[config.mk]
export PLATFORM = sky130hd
export DESIGN_NAME = ml_regression_stream_flat
export DESIGN_NICKNAME = d
export VERILOG_FILES = /design/src/rtl/ml_regression_stream_pkg.sv /design/src/rtl/ml_regression_stream_if.sv /design/src/rtl/ml_regression_stream_mac_unit.sv /design/src/rtl/ml_regression_stream.sv /design/src/flat_wrapper.sv
export SDC_FILE = /design/constraint.sdc
export NUM_CORES = 1
export LEC_CHECK = 0
export CORE_UTILIZATION = 50
export DETAILED_ROUTE_END_ITERATION = 10
export MAX_ROUTING_LAYER = met4
export PLACE_DENSITY = 0.74
export SLEW_MARGIN = 20
export SYNTH_ARGS = -nofsm -noshare
export SYNTH_HDL_FRONTEND = slang
export SYNTH_SLANG_ARGS = --single-unit
[constraint.sdc]
create_clock -name clk -period 19.25 [get_ports clk]
set_input_delay 3.85 -clock clk [delete_from_list [all_inputs] [get_ports clk]]
set_output_delay 3.85 -clock clk [all_outputs]
set_load 0.03 [all_outputs]
[src/rtl/ml_regression_stream_pkg.sv]
// Shared definitions for the streaming linear-regression engines:
// default widths, FSM state encoding and the round/saturate helper.
package ml_regression_pkg;

   localparam int DEF_N_FEAT     = 7;
   localparam int DEF_LANE_W     = 16;
   localparam int DEF_COEF_W     = 16;
   localparam int DEF_ACC_W      = 40;
   localparam int DEF_FRAC_SHIFT = 8;
   localparam int DEF_OUT_W      = 16;
   localparam int COEF_ADDR_W    = 5;

   localparam logic [1:0] ST_IDLE  = 2'd0;
   localparam logic [1:0] ST_MAC   = 2'd1;
   localparam logic [1:0] ST_ROUND = 2'd2;
   localparam logic [1:0] ST_OUT   = 2'd3;

   // Round half toward +inf, drop frac_shift fractional bits, then either
   // clamp to the signed out_w range (sat=1, ovf flags a clamp) or leave the
   // value for the caller to truncate (sat=0, ovf stays 0).
   function automatic logic signed [63:0] round_sat(
      input  logic signed [63:0] acc,
      input  int                 frac_shift,
      input  int                 out_w,
      input  bit                 sat,
      output logic               ovf
   );
      logic signed [63:0] r;
      logic signed [63:0] hi;
      logic signed [63:0] lo;
      r   = (acc + (64'sd1 <<< (frac_shift - 1))) >>> frac_shift;
      hi  = (64'sd1 <<< (out_w - 1)) - 64'sd1;
      lo  = -(64'sd1 <<< (out_w - 1));
      ovf = 1'b0;
      if (sat) begin
         if (r > hi) begin
            r   = hi;
            ovf = 1'b1;
         end else if (r < lo) begin
            r   = lo;
            ovf = 1'b1;
         end
      end
      return r;
   endfunction

endpackage

[src/rtl/ml_regression_stream_if.sv]
// Feature-in / prediction-out stream bundle for ml_regression_stream.
// Both directions use valid/ready: a transfer happens on a rising clk edge
// where valid and ready are both high (and the engine's enb is high);
// valid never waits on ready, and ready on din depends on engine state only.
interface ml_regression_stream_if
   import ml_regression_pkg::*;
#(
   parameter int N_FEAT = DEF_N_FEAT,
   parameter int LANE_W = DEF_LANE_W,
   parameter int OUT_W  = DEF_OUT_W
);
   logic [N_FEAT*LANE_W-1:0] din;
   logic                     din_valid;
   logic                     din_ready;
   logic signed [OUT_W-1:0]  dout;
   logic                     dout_valid;
   logic                     dout_ready;

   modport master (
      output din, din_valid, dout_ready,
      input  din_ready, dout, dout_valid
   );

   modport slave (
      input  din, din_valid, dout_ready,
      output din_ready, dout, dout_valid
   );
endinterface

[src/rtl/ml_regression_stream_mac_unit.sv]
// Registered signed accumulator: load seeds it with the bias, acc_en adds
// one full-precision product of an unsigned feature and a signed weight.
module ml_mac_unit
   import ml_regression_pkg::*;
#(
   parameter int LANE_W = DEF_LANE_W,
   parameter int COEF_W = DEF_COEF_W,
   parameter int ACC_W  = DEF_ACC_W
) (
   input  logic                     clk,
   input  logic                     reset,
   input  logic                     load,
   input  logic signed [COEF_W-1:0] load_val,
   input  logic                     acc_en,
   input  logic [LANE_W-1:0]        x,
   input  logic signed [COEF_W-1:0] w,
   output logic signed [ACC_W-1:0]  acc
);
   localparam int PROD_W = LANE_W + COEF_W + 1;

   logic signed [PROD_W-1:0] prod;

   // Feature is zero-extended by one bit so the product stays signed.
   assign prod = PROD_W'($signed({1'b0, x})) * PROD_W'(w);

   // Seed with the bias or accumulate one product.
   always_ff @(posedge clk) begin
      if (reset) begin
         acc <= '0;
      end else if (load) begin
         acc <= ACC_W'(load_val);
      end else if (acc_en) begin
         acc <= acc + ACC_W'(prod);
      end
   end
endmodule

[src/rtl/ml_regression_stream.sv]
// Streaming linear-regression engine: ypred = round((bias + sum w*x) >>> FRAC_SHIFT).
// One shared MAC iterates over N_FEAT lanes. Define ML_REGRESSION_SAT_EN to
// clamp the result to the OUT_W range (with an ovf pulse); otherwise the
// result wraps to its low OUT_W bits and ovf stays 0.
module ml_regression_stream
   import ml_regression_pkg::*;
#(
   parameter int N_FEAT     = DEF_N_FEAT,
   parameter int LANE_W     = DEF_LANE_W,
   parameter int COEF_W     = DEF_COEF_W,
   parameter int ACC_W      = DEF_ACC_W,
   parameter int FRAC_SHIFT = DEF_FRAC_SHIFT,
   parameter int OUT_W      = DEF_OUT_W
) (
   input  logic                     clk,
   input  logic                     reset,
   input  logic                     enb,
   ml_regression_stream_if.slave    strm,
   input  logic                     coef_we,
   input  logic [COEF_ADDR_W-1:0]   coef_addr,
   input  logic signed [COEF_W-1:0] coef_wdata,
   output logic                     busy,
   output logic                     ovf,
   output logic [1:0]               dbg_state
);
   localparam int IDX_W = (N_FEAT > 1) ? $clog2(N_FEAT) : 1;
   localparam logic [IDX_W-1:0]       LAST_IDX  = IDX_W'(N_FEAT - 1);
   localparam logic [COEF_ADDR_W-1:0] BIAS_ADDR = COEF_ADDR_W'(N_FEAT);
`ifdef ML_REGRESSION_SAT_EN
   localparam bit SAT_EN = 1'b1;
`else
   localparam bit SAT_EN = 1'b0;
`endif

   logic [1:0]                state_q;
   logic [IDX_W-1:0]          idx_q;
   logic [N_FEAT*LANE_W-1:0]  din_q;
   logic signed [COEF_W-1:0]  w_q [N_FEAT];
   logic signed [COEF_W-1:0]  bias_q;
   logic signed [OUT_W-1:0]   dout_q;
   logic                      dout_valid_q;
   logic                      ovf_q;

   logic                      accept;
   logic                      coef_wr;
   logic                      acc_en;
   logic signed [COEF_W-1:0]  bias_eff;
   logic signed [COEF_W-1:0]  w_cur;
   logic [LANE_W-1:0]         x_cur;
   logic signed [ACC_W-1:0]   acc;
   logic signed [63:0]        rnd_val;
   logic                      rnd_ovf;
   logic                      unused_rnd_hi;

   assign accept  = enb && (state_q == ST_IDLE) && strm.din_valid;
   assign coef_wr = enb && (state_q == ST_IDLE) && coef_we;
   assign acc_en  = enb && (state_q == ST_MAC);

   // A bias write in the accept cycle must reach the accumulator seed.
   always_comb begin
      bias_eff = bias_q;
      if (coef_wr && (coef_addr == BIAS_ADDR)) bias_eff = coef_wdata;
   end

   // Lane and weight selected by the MAC iteration index.
   always_comb begin
      x_cur = din_q[idx_q*LANE_W +: LANE_W];
      w_cur = w_q[idx_q];
   end

   ml_mac_unit #(
      .LANE_W (LANE_W),
      .COEF_W (COEF_W),
      .ACC_W  (ACC_W)
   ) u_mac (
      .clk      (clk),
      .reset    (reset),
      .load     (accept),
      .load_val (bias_eff),
      .acc_en   (acc_en),
      .x        (x_cur),
      .w        (w_cur),
      .acc      (acc)
   );

   // Round (and optionally clamp) the finished accumulator.
   always_comb begin
      rnd_val = round_sat(64'(acc), FRAC_SHIFT, OUT_W, SAT_EN, rnd_ovf);
   end
   assign unused_rnd_hi = ^rnd_val[63:OUT_W];

   // Coefficient register file; writes only land while idle and enabled.
   always_ff @(posedge clk) begin
      if (reset) begin
         for (int i = 0; i < N_FEAT; i++) w_q[i] <= '0;
         bias_q <= '0;
      end else begin
         for (int i = 0; i < N_FEAT; i++) begin
            if (coef_wr && (coef_addr == COEF_ADDR_W'(i))) w_q[i] <= coef_wdata;
         end
         if (coef_wr && (coef_addr == BIAS_ADDR)) bias_q <= coef_wdata;
      end
   end

   // Control FSM: IDLE -> MAC x N_FEAT -> ROUND -> OUT (wait for dout_ready).
   always_ff @(posedge clk) begin
      if (reset) begin
         state_q      <= ST_IDLE;
         idx_q        <= '0;
         din_q        <= '0;
         dout_q       <= '0;
         dout_valid_q <= 1'b0;
         ovf_q        <= 1'b0;
      end else if (enb) begin
         case (state_q)
            ST_IDLE: begin
               if (strm.din_valid) begin
                  din_q   <= strm.din;
                  idx_q   <= '0;
                  state_q <= ST_MAC;
               end
            end
            ST_MAC: begin
               idx_q <= idx_q + 1'b1;
               if (idx_q == LAST_IDX) state_q <= ST_ROUND;
            end
            ST_ROUND: begin
               dout_q       <= rnd_val[OUT_W-1:0];
               dout_valid_q <= 1'b1;
               ovf_q        <= rnd_ovf;
               state_q      <= ST_OUT;
            end
            ST_OUT: begin
               ovf_q <= 1'b0;
               if (strm.dout_ready) begin
                  dout_valid_q <= 1'b0;
                  state_q      <= ST_IDLE;
               end
            end
            default: state_q <= ST_IDLE;
         endcase
      end
   end

   assign strm.din_ready  = (state_q == ST_IDLE);
   assign strm.dout       = dout_q;
   assign strm.dout_valid = dout_valid_q;
   assign busy            = (state_q != ST_IDLE);
   assign ovf             = ovf_q;
   assign dbg_state       = state_q;
endmodule

[src/flat_wrapper.sv]
// flat-port wrapper written by rule: the top's interface ports become plain ports
module ml_regression_stream_flat import ml_regression_pkg::*;
#(
   parameter int N_FEAT     = DEF_N_FEAT,
   parameter int LANE_W     = DEF_LANE_W,
   parameter int COEF_W     = DEF_COEF_W,
   parameter int ACC_W      = DEF_ACC_W,
   parameter int FRAC_SHIFT = DEF_FRAC_SHIFT,
   parameter int OUT_W      = DEF_OUT_W
)
  (clk, reset, enb, coef_we, coef_addr, coef_wdata, busy, ovf, dbg_state, strm_din, strm_din_valid, strm_dout_ready, strm_din_ready, strm_dout, strm_dout_valid);
  ml_regression_stream_if #(.N_FEAT(N_FEAT), .LANE_W(LANE_W), .OUT_W(OUT_W)) strm_i ();
  input  logic clk;
  input  logic reset;
  input  logic enb;
  input  logic coef_we;
  input  logic [COEF_ADDR_W-1:0] coef_addr;
  input  logic signed [COEF_W-1:0] coef_wdata;
  output logic busy;
  output logic ovf;
  output logic [1:0] dbg_state;
  input wire logic [$bits(strm_i.din)-1:0] strm_din;
  input wire logic [$bits(strm_i.din_valid)-1:0] strm_din_valid;
  input wire logic [$bits(strm_i.dout_ready)-1:0] strm_dout_ready;
  output wire logic [$bits(strm_i.din_ready)-1:0] strm_din_ready;
  output wire logic [$bits(strm_i.dout)-1:0] strm_dout;
  output wire logic [$bits(strm_i.dout_valid)-1:0] strm_dout_valid;
  assign strm_i.din = strm_din;
  assign strm_i.din_valid = strm_din_valid;
  assign strm_i.dout_ready = strm_dout_ready;
  assign strm_din_ready = strm_i.din_ready;
  assign strm_dout = strm_i.dout;
  assign strm_dout_valid = strm_i.dout_valid;
  ml_regression_stream #(.N_FEAT(N_FEAT), .LANE_W(LANE_W), .COEF_W(COEF_W), .ACC_W(ACC_W), .FRAC_SHIFT(FRAC_SHIFT), .OUT_W(OUT_W)) u_core (.clk(clk), .reset(reset), .enb(enb), .strm(strm_i), .coef_we(coef_we), .coef_addr(coef_addr), .coef_wdata(coef_wdata), .busy(busy), .ovf(ovf), .dbg_state(dbg_state));
endmodule
==> flow_metrics.env, run 1 <==
export IMPL_status="finished, final reports clean"
export IMPL_wire_per_inst_um=19.29
export IMPL_drtIter0Drc=1489
export IMPL_met2_usage_pct=44.72
export IMPL_hold_violations=0
export IMPL_yosys_cell_types_count=68
export IMPL_ys_ff_latch=289
export IMPL_min_to="u_core.din_q[72]"
export IMPL_seq_area_frac_synth_pct=33.73
export IMPL_grt_pass1_wl_um=87600
export IMPL_dr_pass1_iters=6
export IMPL_combPwrFrac_pct=31.2
export IMPL_slew_viol_final=0
export IMPL_crit_top_cell="fa_1"
export IMPL_drv_cap=0
export IMPL_synth_flop_cell="dfxtp_1"
export IMPL_path_max_fanout=35
export IMPL_max_vdd_ir_drop_uv=71.85
export IMPL_r2r_end="u_core.u_mac.acc[23]"
export IMPL_holdWs_ns=0.4527
export IMPL_core_area_um2=40100
export IMPL_synth_edf_count=112
export IMPL_post_route_period_util_pct=42.65
export IMPL_skew_ns=0.01617
export IMPL_cts_max_path_buffers=3
export IMPL_fillers=3435
export IMPL_cts_clk_slew_worst_paths_ns=0.07
export IMPL_total_power_mw=1.881
export IMPL_die_w_um=204.4
export IMPL_relSlewSlack_pct=27.30
export IMPL_post_dp_hpwl_um=42130
export IMPL_syn_num_nets=2671
export IMPL_rows=73
export IMPL_die_area_um2=41770
export IMPL_seqPwrFrac_pct=36.5
export IMPL_antenna_found_initial=0
export IMPL_critPathKind="reg2reg"
export IMPL_setup_viol=0
export IMPL_power_leakage_nw=9.983
export IMPL_switching_power_uw=620.0
export IMPL_finalNetCount=2776
export IMPL_switching_share_pct=32.96
export IMPL_grt_pass1_vias=16174
export IMPL_drc=0
export IMPL_required_ns=19.71
export IMPL_worst_pin_slew_ns=1.090
export IMPL_syn_area_per_cell_um2=9.105
export IMPL_port_buffers=159
export IMPL_async_flop_share_pct=0
export IMPL_cp_start_kind="flip-flop"
export IMPL_final_cells=2903
export IMPL_cp_slowest_cell="mux2i_1"
export IMPL_clkSinkCount=289
export IMPL_grt_overflow_total=0
export IMPL_r2r_slack_ns=11.04
export IMPL_dpl_cell_area_um2=22460
export IMPL_insertion_delay_ns=0.57
export IMPL_layout_min_cycle_time_ns=8.210
export IMPL_layout_drive_gt1_share_pct=5.677
export IMPL_worstHoldPathType="reg2reg"
export IMPL_synth_area_um2=20480
export IMPL_num_io_pins=161
export IMPL_gp_congestion=0.9367
export IMPL_root_buffer="clkbuf_16"
export IMPL_critPathBufInv=6
export IMPL_grt_start_max_net_pins=110
export IMPL_clock_power_share_pct=32.2
export IMPL_setup_ws_ns=11.04
export IMPL_hold_path_startpoint="u_core.din_q[72]"
export IMPL_areaGrowthSynthToFinish_pct=14.71
export IMPL_crit_family="adder cells"
export IMPL_design_area_um2=23490
export IMPL_cp_slowest_stage_delay_ns=0.75
export IMPL_die_h_um=204.4
export IMPL_powerDensity_nw_per_um2=80.08
export IMPL_syn_inst=2249
export IMPL_cts_buffers=30
export IMPL_cellInternalPower_mw=1.261
export IMPL_rsz0062_at_grt="false"
export IMPL_pre_cts_ws_ns=11.18
export IMPL_cts_resized=0
export IMPL_antennaDiodeCount=0
export IMPL_viasPerCell=5.490
export IMPL_cts_hold_buf=0
export IMPL_start_util_pct=51.07
export IMPL_r2r_cells=27
export IMPL_crit_path_end_kind="flip-flop"
export IMPL_whs_path_depth=2
export IMPL_tns_ns=0
export IMPL_finalWirelength_um=56010
export IMPL_grt_use_met3_pct=3.221
export IMPL_ys_warn_count=0
export IMPL_grt_busiest_layer="met2"
export IMPL_post_cts_buffers=0
export IMPL_vias=15937
export IMPL_crit_arrival_ns=8.67
export IMPL_drtAntennaViolNets=0
export IMPL_fmax_mhz=121.8
export IMPL_r2r_start="u_core.idx_q[1]"
export IMPL_fin_util_pct=58.58
export IMPL_htreeDepth=1
export IMPL_placedCellCount=2847
export IMPL_cts_tree="done"
export IMPL_met1_usage_pct=37.46
export IMPL_grt_usage_pct=27.96
==> worst max-delay path by stage <==
stage / from / to / slack [ns] / cells past startpoint
6_report: u_core.idx_q[1] / u_core.u_mac.acc[23] / 11.04 / 27
3_3_place_gp: u_core.idx_q[0] / u_core.u_mac.acc[23] / 11.38 / 24
5_1_grt: u_core.idx_q[1] / u_core.u_mac.acc[23] / 10.65 / 27
4_1_cts: u_core.idx_q[1] / u_core.u_mac.acc[23] / 11.11 / 27
3_5_place_dp: u_core.idx_q[1] / u_core.u_mac.acc[23] / 11.18 / 27
2_1_floorplan: u_core.idx_q[0] / u_core.u_mac.acc[23] / 11.83 / 27
==> logic make-up after synthesis <==
group | share of synthesized area [%]
other | 0.01831
buffers and inverters | 8.664
AOI/OAI and AO/OA | 8.334
xor gates and xnor gates | 2.194
muxes | 6.972
and+or+nand+nor | 15.79
adders and majority gates | 24.29
DFF | 33.73
==> routing by layer <==
| metal | vias to the layer above | part of all wire [%] | routed length [um] |
|---|---|---|---|
| met1 | 7882 | 42 | 23700 |
| met4 | 0 | 2.6 | 1461 |
| met5 | - | 0 | 0 |
| met3 | 104 | 6.6 | 3677 |
| met2 | 601 | 49 | 27170 |
| li1 | 7350 | - | - |
==> tightest hold or removal path: stages (launching register included) <==
cell	delay (ns)
dfxtp_1	0.30
nand2_1	0.05
a21oi_1	0.05
==> registers in the layout, indices dropped and copies added, names as in the netlist, named ones only <==
signal / count
u_core.strm.dout: 16
u_core.bias_q: 16
u_core.w_q: 112
u_core.dbg_state: 2
u_core.strm.dout_valid: 1
u_core.idx_q: 3
u_core.u_mac.acc: 24
u_core.din_q: 112
==> cell type report <==
type                       count  area (um^2)  area share, %
multi-input combinational   1507        11820          50.31
sequential                   289         6909          29.41
timing repair buffer         186         1795          7.644
inverter                     340         1276          5.433
clock buffer                  42        877.1          3.734
tap                          525        656.9          2.796
clock inverter                14        157.7         0.6711
==> power groups by stage <==
stage	clock network [mW]	registers [mW]	logic, mW
floorplan	0	0.694	0.412
global placement	0	0.698	0.574
detailed placement	0	0.700	0.581
CTS	0.607	0.687	0.587
global route	0.632	0.690	0.654
finish	0.606	0.687	0.587
==> synth_stat cells, types with 3 or more instances <==
cell,number,area share (%)
a211oi_1,26,0.95
a21o_1,10,0.37
a21oi_1,146,3.6
a221o_1,4,0.20
a221oi_1,8,0.34
a22oi_1,3,0.11
a31oi_1,4,0.12
and2_1,6,0.18
and3_1,7,0.21
buf_1,8,0.15
buf_2,11,0.27
buf_4,4,0.15
buf_6,6,0.33
clkbuf_1,84,1.5
dfxtp_1,177,17
edfxtp_1,112,16
fa_1,191,19
ha_1,92,5.6
inv_1,339,6.2
mux2_1,4,0.22
mux2_2,11,0.60
mux2i_1,86,4.2
mux4_2,17,1.9
nand2_1,356,6.5
nand2b_1,52,1.6
nand3_1,21,0.51
nand4_1,4,0.12
nor2_1,286,5.2
nor2b_1,16,0.49
nor3_1,8,0.20
o21ai_0,41,1.0
o21bai_1,4,0.15
o22ai_1,7,0.21
o31ai_1,3,0.11
or2_2,9,0.27
or3_1,4,0.12
xnor2_1,30,1.3
xor2_1,15,0.64
==> layout by cell type, fill, tap and decap left out, drive strengths merged, types with 15 or more instances in the layout <==
master and instances:
nand2b 52, ha 92, nor2 286, xnor2 32
mux4 17, inv 342, nor2b 16, nand2 357
nand3 21, buf 28, a211oi 26, dfxtp 177
fa 191, o21ai 41, xor2 15, mux2 16
clkbuf 42, edfxtp 112, a21oi 147, mux2i 86
clkdlybuf4s50 158
(Power assumes the default switching activity.)
==> run 2, diff against run 1 <==
- clock period: 19.25 -> 7.9 ns (I/O delays scaled with it)
==> run 2 against run 1 <==
Total power rose by 140%. Highest routed layer unchanged. Cell count rose by 1.2%. Global-route usage fell by 0.54 points. Via count barely moved. Non-clock buffer count rose by 37. Maximum frequency rose by 9.8%. Count of clock-buffer cells in the layout fell by 8. Final area rose by 1.0%. Clock skew fell by 0.0052 ns. Clock power rose by 130%.
==> flow_metrics.env, run 2 (synthesis results as in run 1) <==
export IMPL_setup_viol=0
export IMPL_cts_max_path_buffers=3
export IMPL_drv_cap=0
export IMPL_skew_ns=0.01092
export IMPL_worst_pin_slew_ns=1.152
export IMPL_crit_top_cell="fa_1"
export IMPL_critPathLaunch="u_core.idx_q[0]"
export IMPL_reg_largest_list="u_core.din_q: 112 flops, u_core.w_q: 112 flops, u_core.u_mac.acc: 24 flops"
export IMPL_cellInternalPower_mw=3.058
export IMPL_htreeDepth=1
export IMPL_relSlewSlack_pct=23.21
export IMPL_clock_power_share_pct=30.9
export IMPL_cp_depth=26
export IMPL_path_max_fanout=15
export IMPL_gp_congestion=0.9035
export IMPL_finalWirelength_um=55260
export IMPL_final_cell_mix="nand2_1 (356), inv_1 (339), nor2_1 (286)"
export IMPL_dr_pass1_iters=6
export IMPL_powerDensity_nw_per_um2=192.0
export IMPL_seqPwrFrac_pct=36.7
export IMPL_drtAntennaViolNets=0
export IMPL_die_h_um=204.4
export IMPL_status="finished, final reports clean"
export IMPL_pre_cts_ws_ns=0.2075
export IMPL_layout_commonest_cell="nand2_1"
export IMPL_die_area_um2=41770
export IMPL_core_area_um2=40100
export IMPL_critPathBufInv=6
export IMPL_port_buffers=159
export IMPL_cp_slowest_stage_delay_ns=0.54
export IMPL_crit_family="adder cells"
export IMPL_crit_path_end_kind="flip-flop"
export IMPL_die_w_um=204.4
export IMPL_insertion_delay_ns=0.56
export IMPL_vias=15926
export IMPL_cp_slowest_cell="dfxtp_2"
export IMPL_grt_usage_pct=27.42
export IMPL_grt_pass1_vias=15838
export IMPL_drtIter0Drc=1217
export IMPL_num_io_pins=161
export IMPL_required_ns=8.34
export IMPL_cts_tree="done"
export IMPL_post_cts_buffers=0
export IMPL_r2r_start="u_core.idx_q[0]"
export IMPL_hold_violations=0
export IMPL_cts_clk_slew_worst_paths_ns=0.07
export IMPL_start_util_pct=51.07
export IMPL_rsz0062_at_grt="false"
export IMPL_max_vdd_ir_drop_uv=196.8
export IMPL_wire_per_inst_um=18.81
export IMPL_hold_path_startpoint="u_core.din_q[8]"
export IMPL_antennaDiodeCount=0
export IMPL_grt_pass1_wl_um=85700
export IMPL_antenna_found_initial=0
export IMPL_fmax_mhz=133.8
export IMPL_areaGrowthSynthToFinish_pct=15.91
export IMPL_switching_power_mw=1.499
export IMPL_power_leakage_nw=10.15
export IMPL_setup_ws_ns=0.4240
export IMPL_root_buffer="clkbuf_16"
export IMPL_tns_ns=0
export IMPL_crit_arrival_ns=7.92
export IMPL_viasPerCell=5.423
export IMPL_drc=0
export IMPL_cp_start_kind="flip-flop"
export IMPL_switching_share_pct=32.90
export IMPL_combPwrFrac_pct=32.4
export IMPL_post_dp_hpwl_um=42910
export IMPL_slew_viol_final=0
export IMPL_grt_start_max_net_pins=114
export IMPL_rows=73
export IMPL_worstHoldPathType="reg2reg"
export IMPL_grt_overflow_total=0
export IMPL_layout_min_cycle_time_ns=7.476
export IMPL_clkSinkCount=289
export IMPL_r2r_cells=26
export IMPL_post_route_period_util_pct=94.63
export IMPL_finalNetCount=2812
export IMPL_whs_path_depth=2
export IMPL_layout_drive_gt1_share_pct=6.924
export IMPL_cts_buffers=29
export IMPL_critPathKind="reg2reg"
[run 2: through the flow]
stage	instances	hold slack (ns)	utilization, %	instance area [um^2]	total power, mW
3_5_place_dp	2884	0.4458	56.75	22750	3.164
4_1_cts	2937	0.4555	59.18	23730	4.566
3_3_place_gp	2884	0.4398	56.75	22750	3.143
6_report	2937	0.4532	59.19	23740	4.556
5_1_grt	2937	0.4675	59.19	23740	4.797
2_1_floorplan	2249	0.4318	-	20480	2.696
[run 2: path summary, 6_finish.rpt]
| check | end | slack, ns |
|---|---|---|
| hold reg to reg | u_core.din_q[8] | 0.45 |
| setup reg to reg | u_core.u_mac.acc[23] | 0.42 |
| setup / recovery | u_core.u_mac.acc[23] | 0.42 |
| hold / removal | u_core.din_q[8] | 0.45 |
[run 2: timing repair]
| item | 4_1_cts | 5_1_grt |
|---|---|---|
| gates resized for setup | 0 | 2 |
| hold endpoints to repair | 0 | 0 |
| hold buffers | 0 | 0 |
| endpoints found under the setup margin | 0 | 2 |
[run 2: worst reg2reg max path, stage by stage (launching register included)]
cell and delay (ns):
dfxtp_2 0.54, buf_4 0.34, buf_4 0.25, mux2i_1 0.09, a22oi_1 0.27, nand2_1 0.30
nor2_1 0.24, fa_1 0.44, inv_1 0.08, fa_1 0.44, fa_1 0.51, inv_1 0.05
fa_1 0.48, fa_1 0.54, inv_1 0.06, fa_1 0.53, inv_1 0.05, ha_1 0.37
nand3_1 0.12, o211ai_1 0.11, or3_1 0.33, o21ai_1 0.23, a21boi_1 0.14, a311o_1 0.37
a21oi_1 0.17, xnor2_1 0.10, o221a_1 0.24
[run 2: power groups by stage]
| stage | registers (mW) | logic [mW] | clock network (mW) |
|---|---|---|---|
| after floorplan | 1.69 | 1.00 | 0 |
| after global placement | 1.70 | 1.44 | 0 |
| after detailed placement | 1.70 | 1.46 | 0 |
| after CTS | 1.67 | 1.48 | 1.42 |
| after global routing | 1.68 | 1.63 | 1.48 |
| final | 1.67 | 1.47 | 1.41 |
[run 2: layout make-up]
type,count,area (um^2)
clock buffers,34,774.5
clock inverters,19,201.4
fillers,3364,16360
inverters,340,1276
multi-input cells,1507,11820
flip-flops and latches,289,6909
well taps,525,656.9
repair buffers,223,2102
[run 2: routing by layer]
layer  routed length [um]  up-vias  track usage, %
met2                26750      550           43.81
met3                 3453       91           3.141
li1                     -     7427               -
met4                 1377        0           7.623
met5                    0        -               -
met1                23670     7858           36.92
